<file path="src/rtl/seg_display_arbiter_if.sv">
// seg_display_arbiter_if
//   Bundles the requester-side and display-side signals of seg_display_arbiter.
//   master : requester/display side (drives req/val/sgn, observes gnt and digits)
//   slave  : the arbiter itself
//   Signals:
//     req0/req1       requester wants the display
//     val0/val1 [7:0] value to show
//     sgn0/sgn1       1 = value is two's complement
//     gnt0/gnt1       requester owns the display
//     dig_bin [15:0]  {d3,d2,d1,d0} digit codes to the SSeg instances
//     dig_neg [3:0]   per-digit minus-sign select
//     dig_en  [3:0]   per-digit enable (0 = blank)
//   Optional (SEG_DISPLAY_ARBITER_HEX_EN defined):
//     hex0/hex1       1 = show the requester's value as two hex digits
interface seg_display_arbiter_if;
    logic        req0;
    logic [7:0]  val0;
    logic        sgn0;
    logic        req1;
    logic [7:0]  val1;
    logic        sgn1;
    logic        gnt0;
    logic        gnt1;
    logic [15:0] dig_bin;
    logic [3:0]  dig_neg;
    logic [3:0]  dig_en;
`ifdef SEG_DISPLAY_ARBITER_HEX_EN
    logic        hex0;
    logic        hex1;

    modport master (
        output req0, val0, sgn0, hex0, req1, val1, sgn1, hex1,
        input  gnt0, gnt1, dig_bin, dig_neg, dig_en
    );
    modport slave (
        input  req0, val0, sgn0, hex0, req1, val1, sgn1, hex1,
        output gnt0, gnt1, dig_bin, dig_neg, dig_en
    );
`else
    modport master (
        output req0, val0, sgn0, req1, val1, sgn1,
        input  gnt0, gnt1, dig_bin, dig_neg, dig_en
    );
    modport slave (
        input  req0, val0, sgn0, req1, val1, sgn1,
        output gnt0, gnt1, dig_bin, dig_neg, dig_en
    );
`endif
endinterface

</file>
<file path="src/rtl/seg_display_arbiter.sv">
// seg_display_arbiter
//   Shares one 4-digit 7-segment bank between two requesters. Round-robin
//   arbitration with a minimum dwell (HOLD_CYCLES) and an all-blank gap
//   (GAP_CYCLES) between owners. The owner's 8-bit value is shown as
//   sign + 3 decimal digits produced by an iterative double-dabble engine
//   (LOAD, 8 SHIFT, COMMIT = 10-cycle refresh).
//   Ports:
//     Clk    system clock
//     Reset  synchronous, active-high reset
//     bus    seg_display_arbiter_if.slave (requests, values, grants, digits)
//   Optional feature macro: SEG_DISPLAY_ARBITER_HEX_EN
//     adds bus.hex0/bus.hex1; when the owner's hex bit is set the value is
//     committed every cycle as two hex digits instead of decimal.
module seg_display_arbiter #(
    parameter int unsigned HOLD_CYCLES = 50_000_000,
    parameter int unsigned GAP_CYCLES  = 2_500_000,
    parameter int unsigned CNT_W       = 26
) (
    input logic                  Clk,
    input logic                  Reset,
    seg_display_arbiter_if.slave bus
);

    typedef enum logic [1:0] {
        IDLE,
        OWN0,
        OWN1,
        GAP
    } state_t;

    // Last cycle index of a dwell/gap; a zero-length setting still spends one cycle.
    localparam logic [CNT_W-1:0] HOLD_LAST = CNT_W'((HOLD_CYCLES == 0) ? 0 : HOLD_CYCLES - 1);
    localparam logic [CNT_W-1:0] HOLD_MAX  = CNT_W'(HOLD_CYCLES);
    localparam logic [CNT_W-1:0] GAP_LAST  = CNT_W'((GAP_CYCLES == 0) ? 0 : GAP_CYCLES - 1);

    state_t           state_q, state_d;
    logic [CNT_W-1:0] cnt_q, cnt_d;
    logic             last_q, last_d;

    logic [3:0]       phase_q, phase_d;
    logic [7:0]       mag_q, mag_d;
    logic [11:0]      bcd_q, bcd_d;
    logic             neg_q, neg_d;

    logic [15:0]      dig_bin_q, dig_bin_d;
    logic [3:0]       dig_neg_q, dig_neg_d;
    logic [3:0]       dig_en_q, dig_en_d;

    logic             win_valid;
    logic             win;

    // ------------------------------------------------------------------
    // State register
    // ------------------------------------------------------------------
    always_ff @(posedge Clk) begin
        if (Reset) begin
            state_q   <= IDLE;
            cnt_q     <= '0;
            last_q    <= 1'b1;
            phase_q   <= '0;
            mag_q     <= '0;
            bcd_q     <= '0;
            neg_q     <= 1'b0;
            dig_bin_q <= '0;
            dig_neg_q <= '0;
            dig_en_q  <= '0;
        end else begin
            state_q   <= state_d;
            cnt_q     <= cnt_d;
            last_q    <= last_d;
            phase_q   <= phase_d;
            mag_q     <= mag_d;
            bcd_q     <= bcd_d;
            neg_q     <= neg_d;
            dig_bin_q <= dig_bin_d;
            dig_neg_q <= dig_neg_d;
            dig_en_q  <= dig_en_d;
        end
    end

    // ------------------------------------------------------------------
    // Next-state logic: arbitration, dwell and gap timing
    // ------------------------------------------------------------------
    always_comb begin
        win_valid = 1'b0;
        win       = 1'b0;
        if (bus.req0 && bus.req1) begin
            win_valid = 1'b1;
            win       = ~last_q;
        end else if (bus.req0) begin
            win_valid = 1'b1;
            win       = 1'b0;
        end else if (bus.req1) begin
            win_valid = 1'b1;
            win       = 1'b1;
        end

        state_d = state_q;
        cnt_d   = cnt_q;
        last_d  = last_q;

        case (state_q)
            IDLE: begin
                if (win_valid) begin
                    state_d = win ? OWN1 : OWN0;
                    cnt_d   = '0;
                    last_d  = win;
                end
            end
            OWN0: begin
                if ((cnt_q >= HOLD_LAST) && (!bus.req0 || bus.req1)) begin
                    state_d = GAP;
                    cnt_d   = '0;
                end else if (cnt_q < HOLD_MAX) begin
                    cnt_d = cnt_q + 1'b1;
                end
            end
            OWN1: begin
                if ((cnt_q >= HOLD_LAST) && (!bus.req1 || bus.req0)) begin
                    state_d = GAP;
                    cnt_d   = '0;
                end else if (cnt_q < HOLD_MAX) begin
                    cnt_d = cnt_q + 1'b1;
                end
            end
            GAP: begin
                // The gap's last edge doubles as the IDLE arbitration edge.
                if (cnt_q >= GAP_LAST) begin
                    cnt_d = '0;
                    if (win_valid) begin
                        state_d = win ? OWN1 : OWN0;
                        last_d  = win;
                    end else begin
                        state_d = IDLE;
                    end
                end else begin
                    cnt_d = cnt_q + 1'b1;
                end
            end
            default: begin
                state_d = IDLE;
                cnt_d   = '0;
            end
        endcase
    end

    // ------------------------------------------------------------------
    // Conversion engine and committed digit registers
    // ------------------------------------------------------------------
    logic        keep_own;
    logic [7:0]  cur_val;
    logic        cur_sgn;
    logic [11:0] bcd_adj;
    logic [19:0] shift_w;
    logic        hund_nz;
    logic        tens_nz;
`ifdef SEG_DISPLAY_ARBITER_HEX_EN
    logic        cur_hex;
`endif

    always_comb begin
        phase_d   = phase_q;
        mag_d     = mag_q;
        bcd_d     = bcd_q;
        neg_d     = neg_q;
        dig_bin_d = dig_bin_q;
        dig_neg_d = dig_neg_q;
        dig_en_d  = dig_en_q;

        // Conversion only continues while the same owner is kept across this
        // edge; entering, leaving or any non-owner state discards it.
        keep_own = ((state_q == OWN0) || (state_q == OWN1)) && (state_d == state_q);
        cur_val  = (state_q == OWN1) ? bus.val1 : bus.val0;
        cur_sgn  = (state_q == OWN1) ? bus.sgn1 : bus.sgn0;
`ifdef SEG_DISPLAY_ARBITER_HEX_EN
        cur_hex  = (state_q == OWN1) ? bus.hex1 : bus.hex0;
`endif

        bcd_adj = bcd_q;
        for (int unsigned i = 0; i < 3; i++) begin
            if (bcd_q[i*4 +: 4] >= 4'd5) begin
                bcd_adj[i*4 +: 4] = bcd_q[i*4 +: 4] + 4'd3;
            end
        end
        shift_w = {bcd_adj, mag_q} << 1;

        hund_nz = |bcd_q[11:8];
        tens_nz = |bcd_q[7:4];

        if (!keep_own) begin
            phase_d   = '0;
            dig_bin_d = '0;
            dig_neg_d = '0;
            dig_en_d  = '0;
`ifdef SEG_DISPLAY_ARBITER_HEX_EN
        end else if (cur_hex) begin
            // Bypass: commit every cycle; decimal restarts from LOAD afterwards.
            phase_d   = '0;
            dig_bin_d = {8'h00, cur_val};
            dig_neg_d = '0;
            dig_en_d  = 4'b0011;
`endif
        end else if (phase_q == 4'd0) begin
            // |-128| = 128 still fits an 8-bit unsigned magnitude.
            neg_d   = cur_sgn && cur_val[7];
            mag_d   = (cur_sgn && cur_val[7]) ? 8'(9'd256 - {1'b0, cur_val}) : cur_val;
            bcd_d   = '0;
            phase_d = 4'd1;
        end else if (phase_q == 4'd9) begin
            dig_bin_d = {4'h0, bcd_q};
            dig_neg_d = {neg_q, 3'b000};
            dig_en_d  = {neg_q, hund_nz, hund_nz || tens_nz, 1'b1};
            phase_d   = '0;
        end else begin
            {bcd_d, mag_d} = shift_w;
            phase_d        = phase_q + 4'd1;
        end
    end

    // ------------------------------------------------------------------
    // Outputs
    // ------------------------------------------------------------------
    always_comb begin
        bus.gnt0    = (state_q == OWN0);
        bus.gnt1    = (state_q == OWN1);
        bus.dig_bin = dig_bin_q;
        bus.dig_neg = dig_neg_q;
        bus.dig_en  = dig_en_q;
    end

endmodule
</file>
<file path="src/flat_wrapper.sv">
// flat-port wrapper written by rule: the top's interface ports become plain ports
module seg_display_arbiter_flat 
#(
    parameter int unsigned HOLD_CYCLES = 50_000_000,
    parameter int unsigned GAP_CYCLES  = 2_500_000,
    parameter int unsigned CNT_W       = 26
)
  (Clk, Reset, bus_req0, bus_val0, bus_sgn0, bus_req1, bus_val1, bus_sgn1, bus_gnt0, bus_gnt1, bus_dig_bin, bus_dig_neg, bus_dig_en);
  seg_display_arbiter_if bus_i ();
  input logic Clk;
  input logic Reset;
  input wire logic [$bits(bus_i.req0)-1:0] bus_req0;
  input wire logic [$bits(bus_i.val0)-1:0] bus_val0;
  input wire logic [$bits(bus_i.sgn0)-1:0] bus_sgn0;
  input wire logic [$bits(bus_i.req1)-1:0] bus_req1;
  input wire logic [$bits(bus_i.val1)-1:0] bus_val1;
  input wire logic [$bits(bus_i.sgn1)-1:0] bus_sgn1;
  output wire logic [$bits(bus_i.gnt0)-1:0] bus_gnt0;
  output wire logic [$bits(bus_i.gnt1)-1:0] bus_gnt1;
  output wire logic [$bits(bus_i.dig_bin)-1:0] bus_dig_bin;
  output wire logic [$bits(bus_i.dig_neg)-1:0] bus_dig_neg;
  output wire logic [$bits(bus_i.dig_en)-1:0] bus_dig_en;
  assign bus_i.req0 = bus_req0;
  assign bus_i.val0 = bus_val0;
  assign bus_i.sgn0 = bus_sgn0;
  assign bus_i.req1 = bus_req1;
  assign bus_i.val1 = bus_val1;
  assign bus_i.sgn1 = bus_sgn1;
  assign bus_gnt0 = bus_i.gnt0;
  assign bus_gnt1 = bus_i.gnt1;
  assign bus_dig_bin = bus_i.dig_bin;
  assign bus_dig_neg = bus_i.dig_neg;
  assign bus_dig_en = bus_i.dig_en;
  seg_display_arbiter #(.HOLD_CYCLES(HOLD_CYCLES), .GAP_CYCLES(GAP_CYCLES), .CNT_W(CNT_W)) u_core (.Clk(Clk), .Reset(Reset), .bus(bus_i));
endmodule
</file>
<file path="config.mk">
export PLATFORM = sky130hd
export DESIGN_NAME = seg_display_arbiter_flat
export DESIGN_NICKNAME = d
export VERILOG_FILES = /design/src/rtl/seg_display_arbiter_if.sv /design/src/rtl/seg_display_arbiter.sv /design/src/flat_wrapper.sv
export SDC_FILE = /design/constraint.sdc
export NUM_CORES = 1
export LEC_CHECK = 0
export CELL_PAD_IN_SITES_DETAIL_PLACEMENT = 0
export CELL_PAD_IN_SITES_GLOBAL_PLACEMENT = 1
export CORE_MARGIN = 3
export CORE_UTILIZATION = 40
export DETAILED_ROUTE_END_ITERATION = 12
export PLACE_DENSITY = 0.85
export SETUP_SLACK_MARGIN = 0.5
export SLEW_MARGIN = 20
export SYNTH_ARGS = -nofsm -noshare
export SYNTH_HDL_FRONTEND = slang
export SYNTH_SLANG_ARGS = --single-unit
export TNS_END_PERCENT = 5
</file>
<file path="constraint.sdc">
create_clock -name Clk -period 3.58 [get_ports Clk]
set_input_delay 0.358 -clock Clk [delete_from_list [all_inputs] [get_ports Clk]]
set_output_delay 0.358 -clock Clk [all_outputs]
set_load 0.05 [all_outputs]
</file>
# Word level (Yosys, flattened, before mapping)
# Index checks and enable logic that the tools add are counted.
[word_totals] ff_bits=71 inputBits=22 out_inout_bits=26
[op_classes] n_addsub=6 n_lt_le_gt_ge=6 eq_ne=8 n_mux=33 n_bitwise=3 n_reduce_logical=22
[ops] operator="26-bit two-way mux" n=5
[ops] operator="26-bit one-hot mux with 4 select lines" n=1
[ops] operator="8-bit two-way mux" n=4
[ops] operator="26-bit by 1-bit adder with 26-bit output, second input constant" n=1
[ops] operator="26-bit by 22-bit greater-or-equal comparator with 1-bit output, second input constant" n=1
[ops] operator="26-bit greater-or-equal comparator, second input constant" n=1
[ops] operator="26-bit less-than comparator, second input constant" n=1
[ops] operator="12-bit two-way mux" n=2
[ops] operator="4-bit by 3-bit greater-or-equal comparator with 1-bit output, second input constant" n=3
[ops] operator="2-bit two-way mux" n=6
[ops] operator="4-bit OR reduction" n=3
[ops] operator="1-bit two-way mux" n=10
[ops] operator="4-bit by 2-bit adder with 4-bit output, second input constant" n=2
[ops] operator="4-bit two-way mux" n=2
[ops] operator="2-bit one-hot mux with 4 select lines" n=1
[ops] operator="2-bit AND reduction" n=4
[ops] operator="1-bit by 8-bit subtractor with 8-bit output, first input constant" n=1
[ops] operator="2-bit by 1-bit inequality test with 1-bit output, second input constant" n=3
[ops] operator="1-bit logical AND" n=5
[ops] operator="4-bit by 1-bit adder with 4-bit output, second input constant" n=1
[ops] operator="2-bit == test, second input constant" n=2
[ops] operator="4-bit == test, second input constant" n=1
[ops] operator="4-bit zero test" n=1
[ops] operator="1-bit logical OR" n=4
[ops] operator="10 further kinds" n=13

# Depth between registers and ports, before layout
[depth] depth_word=11 ltp_mapped=12 ltp_nobuf=10

# Least setup slack after synthesis
# OpenSTA, ideal clock, no wires.
[synth_timing] path_type="register to register" from="register u_core.state_q[0]" to="register u_core.bcd_q[1]" arrival_time_ps=2926 required_time_ps=3464 path_slack_ps=538 path_stages_with_launch=13 path_buffers=3 period_less_slack_ps=3042 path_cell_list="dfxtp_1 -> inv_1 -> ha_1 -> buf_2 -> nor3_1 -> o211ai_1 -> o311ai_0 -> a2111oi_4 -> and3_1 -> buf_2 -> nand2_2 -> buf_2 -> a31o_2"
[synth_via] elab_chain_len=5 elab_cells_between_ends=13
[synth_rtl] element="start: declaration" line="seg_display_arbiter.sv:36" rtl="state_t state_q, state_d;"
[synth_rtl] element="start signal: assignment" line="seg_display_arbiter.sv:68" rtl="state_q <= state_d;"
[synth_rtl] element="2-bit == test *"
[synth_rtl] element="named net bus_gnt1" line="flat_wrapper.sv:19" rtl="output wire logic [$bits(bus_i.gnt1)-1:0] bus_gnt1;"
[synth_rtl] element="2-bit one-hot mux with 4 select lines" line="seg_display_arbiter.sv:102" rtl="case (state_q)"
[synth_rtl] element="2-bit == test" line="seg_display_arbiter.sv:172" rtl="keep_own = ((state_q == OWN0) || (state_q == OWN1)) && (state_d == state_q);"
[synth_rtl] element="1-bit logical AND *" line="seg_display_arbiter.sv:172"
[synth_rtl] element="2-bit AND reduction (no source line) *"
[synth_rtl] element="end signal: assignment" line="seg_display_arbiter.sv:62" rtl="bcd_q <= '0;"
[synth_rtl] element="end signal: assignment" line="seg_display_arbiter.sv:73" rtl="bcd_q <= bcd_d;"
[synth_rtl] element="end: declaration" line="seg_display_arbiter.sv:42" rtl="logic [11:0] bcd_q, bcd_d;"
# The timed path passes the listed nets; every way through them passes the cells marked *.
# A chain may end at the register's enable or synchronous reset.

# Worst setup path in the final report
[layout_timing] from="register u_core.state_q[0]" to="register u_core.bcd_q[3]"
[layout_via] elab_chain_len=5 elab_cells_between_ends=13
[layout_rtl] element="2-bit == test, or another cell as far along" line="seg_display_arbiter.sv:102"
[layout_rtl] element="2-bit one-hot mux with 4 select lines" line="seg_display_arbiter.sv:102"
[layout_rtl] element="2-bit == test" line="seg_display_arbiter.sv:172"
[layout_rtl] element="1-bit logical AND *" line="seg_display_arbiter.sv:172"
[layout_rtl] element="2-bit AND reduction (no source line) *"
# Mark *: on every way between the ends. The rest lies on a longest branch, timed or not.

==> results summary <==
Setup repair after global routing could not meet its margin everywhere. The flow ran to the end, and the final reports show no timing, DRC or antenna violations. The number of gates on the worst path with buffers counted came out at 11. The post-synthesis to final-layout area growth is 17.08%. The initial antenna violation count was 0. The final net count came out at 608.

In this run the tool buffered the top-level ports with 40 buffer cells. The initial utilization of the core area, before any placement, comes to 0.4157. The width of the die came out at 110.1 um.

By startpoint and endpoint, the worst setup path is classified as flop to flop. The cell count after synthesis came out at 538. The maximum buffer depth of the clock tree is 2. The multi-input gate area in the final layout is 2689 um2.

The site row count is 37. The number of max-capacitance violations reported is 0. The routed wire length came out at 11150 um. The netlist area before placement came out at 4330 um2. Hold is met by 492.8 ps. The slack of the critical path is 635.0 ps. STA classifies the critical path startpoint as a flop. The wire length of the first global-routing pass is 18760 um. The starting DRC count in detailed routing is 325. The number of failing setup endpoints in the final timing report came out at 0. The cell depth of the worst hold path came out at 2. The ratio of final minimum period to clock period is 0.8226. Derived from the worst setup path, the maximum achievable clock frequency is 339.6 MHz. TritonCTS built the clock tree.

At the end of routability-driven placement, the weighted congestion stood at 0.8911. The static leakage power is 1.772 nW. The filler cell count in the final layout came out at 1026. The peak per-stage delay on the critical path came out at 480 ps. The area enclosed by the die boundary is 12110 um2. For this run, the total global-route usage over all layers was measured as 0.1940.

The setup clock skew after layout is 9.489 ps. The post-place instance area is 4833 um2. The final hold violation count is 0. The share of synthesized registers carrying an async set or reset came out at 0. The share of Yosys cell area claimed by the top area cell type is 0.3236. In the post-synthesis netlist, the biggest area contributors are dfxtp_1 (32%), a21oi_1 (5.0%), ha_1 (4.9%). For the pin with the worst max-slew slack, the measured transition is 704.4 ps. Dividing the detail-routed wire length by the instance count gives 15.73 um.

On the critical path, the stage with the largest delay is an instance of a2111oi_4. After clock tree synthesis, the clock-pin slew on the worst setup and hold paths is 70 ps. The max-slew violation count came out at 0. The floorplan step set the die height to 110.1 um. The number of global-route vias before repair was 3963. The half-perimeter wire length after detailed placement is 8002 um. The final period demand of the worst path is 2945 ps. The final cell count without fillers is 709. The arrival time at the worst endpoint is 3170 ps. The total number of vias came out at 4215. The highest fanout seen on the critical path is 18. The final core utilization is 0.4867.

Yosys mapped a number of flops with a built-in enable equal to 0. The final routed DRC violation total is 0. The worst-skew pair later-pin latency is 360 ps. The aggregate negative setup slack came out at 0 ps.

The number of routed nets with antenna violations is 0. The headroom to the max-slew limit came out at 0.5299. The unique cell type count in the Yosys netlist is 64. The number of ports placed on the die boundary came out at 48.

Counting both buffers and inverters, the worst setup path holds a total of 3. The total power divided by cell area came out at 597.0 nW/um2. The average instance area after synthesis came out at 8.049 um2. Counting flops and latches in the post-synthesis netlist gives 70. The tree is rooted in a clkbuf_8.

Once layout is done, the placed cells without fillers occupy 5070 um2. The largest net degree at the start of global routing came out at 34. Traced cell by cell, the critical path runs through inv_1, ha_1, buf_4, nor3_1, o211ai_1, o311ai_0, a2111oi_4, nand3_2, buf_4, o311ai_0, o41ai_1.

Across the whole layout, storage elements account for 1401 um2. The level count of the clock H-tree is 3. The number of vias per cell after detailed routing is 5.945.

The sort of element at the end of the critical path is a flop. The number of setup buffers added after CTS is 0. The class of the tightest hold or removal check is flop to flop. 0 antenna diodes ended up in the layout.

The data required time at the worst endpoint came out at 3810 ps. The sequential area share after synthesis is 0.3236. The setup slack after placement came out at 353.6 ps. The area of the core region is 10420 um2. The number of cells traversed by the worst register-to-register path came out at 11. The most used flip-flop cell after synthesis is dfxtp_1. The CTS buffer count came out at 9.

The yosys synthesis warning count came out at 0. Summed over all layers, the global routing overflow is 0. The largest total area in the synthesized netlist belongs to dfxtp_1. For this design, the sink count on the clock tree is 70. The share of post-route cells with drive strength above 1 came out at 0.08377.

The highest ir drop seen on vdd came out at 0.3174 mV. Including well taps, the total number of placed cells is 694. The overall power is 3.027 mW.

The cell family contributing the most delay on the critical path is compound AO/OA/AOI/OAI gates. The first-pass detailed-route iteration total is 5.
-- cell usage in the layout, fill, tap and decap left out, types with 7 or more instances in the layout --
cell type        netlist  final
o21ai_0               34     34
nand2_1               36     36
ha_1                  17     17
buf_4                 10     14
a31oi_1               21     21
and2_1                 7      7
dfxtp_1               70     70
nand3_1               17     17
clkdlybuf4s50_1        0     40
clkbuf_8               0     10
inv_1                 21     21
o211ai_1               8      8
nand4_1                9      9
nor3_1                30     29
nor2_1                41     40
a311oi_1               9      9
xnor2_1                7      7
nor4_1                 9      9
a21oi_1               43     43
mux2i_1               21     21
conb_1                 1      7
-- worst reg2reg max path, cell delays in order (launching register included) --
cell and delay, ps:
dfxtp_1 400, inv_1 160, ha_1 180, buf_4 220, nor3_1 120, o211ai_1 110, o311ai_0 250, a2111oi_4 480
nand3_2 210, buf_4 220, o311ai_0 330, o41ai_1 130
-- what timing repair did --
item,in CTS,in global routing
hold buffers,0,0
gates resized for setup,1,1
endpoints found under the setup margin,5,19
-- power by group --
group	internal [mW]	switching (mW)	total, mW
Sequential	0.828	0.0547	0.882
Combinational	0.493	0.929	1.42
Clock	0.408	0.314	0.723
-- layer usage --
metal / GRT usage / up-vias / share of wire
met4: 0.08014 / 0 / 0.024
met2: 0.3293 / 117 / 0.49
met5: 0 / - / 0
met3: 0.04135 / 25 / 0.043
li1: - / 2082 / -
met1: 0.2375 / 1991 / 0.44
-- cell usage after synthesis, types with 17 or more instances --
| cell type | number |
|---|---|
| a21oi_1 | 43 |
| a31oi_1 | 21 |
| clkbuf_1 | 22 |
| dfxtp_1 | 70 |
| ha_1 | 17 |
| inv_1 | 21 |
| mux2i_1 | 21 |
| nand2_1 | 36 |
| nand3_1 | 17 |
| nor2_1 | 41 |
| nor3_1 | 30 |
| o21ai_0 | 34 |
-- final timing paths --
path	startpoint	end	slack [ps]
setup reg to reg	u_core.state_q[0]	u_core.bcd_q[3]	630
setup / recovery	u_core.state_q[0]	u_core.bcd_q[3]	630
hold / removal	u_core.mag_q[7]	u_core.bcd_q[0]	490
hold reg to reg	u_core.mag_q[7]	u_core.bcd_q[0]	490
-- cell families (layout without fill, tap and decap cells) --
kind of cell	Yosys count	in the layout	synth area share
AO/OA/AOI/OAI	173	173	0.2736
multiplexers	21	21	0.04854
other	1	7	0.0008660
XOR/XNOR	10	10	0.02023
buffers and inverters	62	91	0.06559
adder cells (fa/ha/maj)	17	17	0.04912
AND/OR/NAND/NOR	184	184	0.2184
flip-flops	70	70	0.3236
-- flip-flops by register name, indices dropped and copies added, names as in the netlist --
register	flops
u_core.bus.dig_bin	12
u_core.bus.dig_en	4
u_core.neg_q	1
u_core.phase_q	4
u_core.bcd_q	12
u_core.mag_q	8
u_core.cnt_q	26
u_core.state_q	2
u_core.last_q	1
-- area by class of cell --
cell class                 instances  area share
multi-input combinational        412      0.5304
clock buffer                      10     0.02715
clock inverter                     5     0.01654
inverter                          22     0.01629
tap                              136     0.03356
timing repair buffer              54     0.09970
sequential                        70      0.2764
Power figures use the tool's default switching activity.
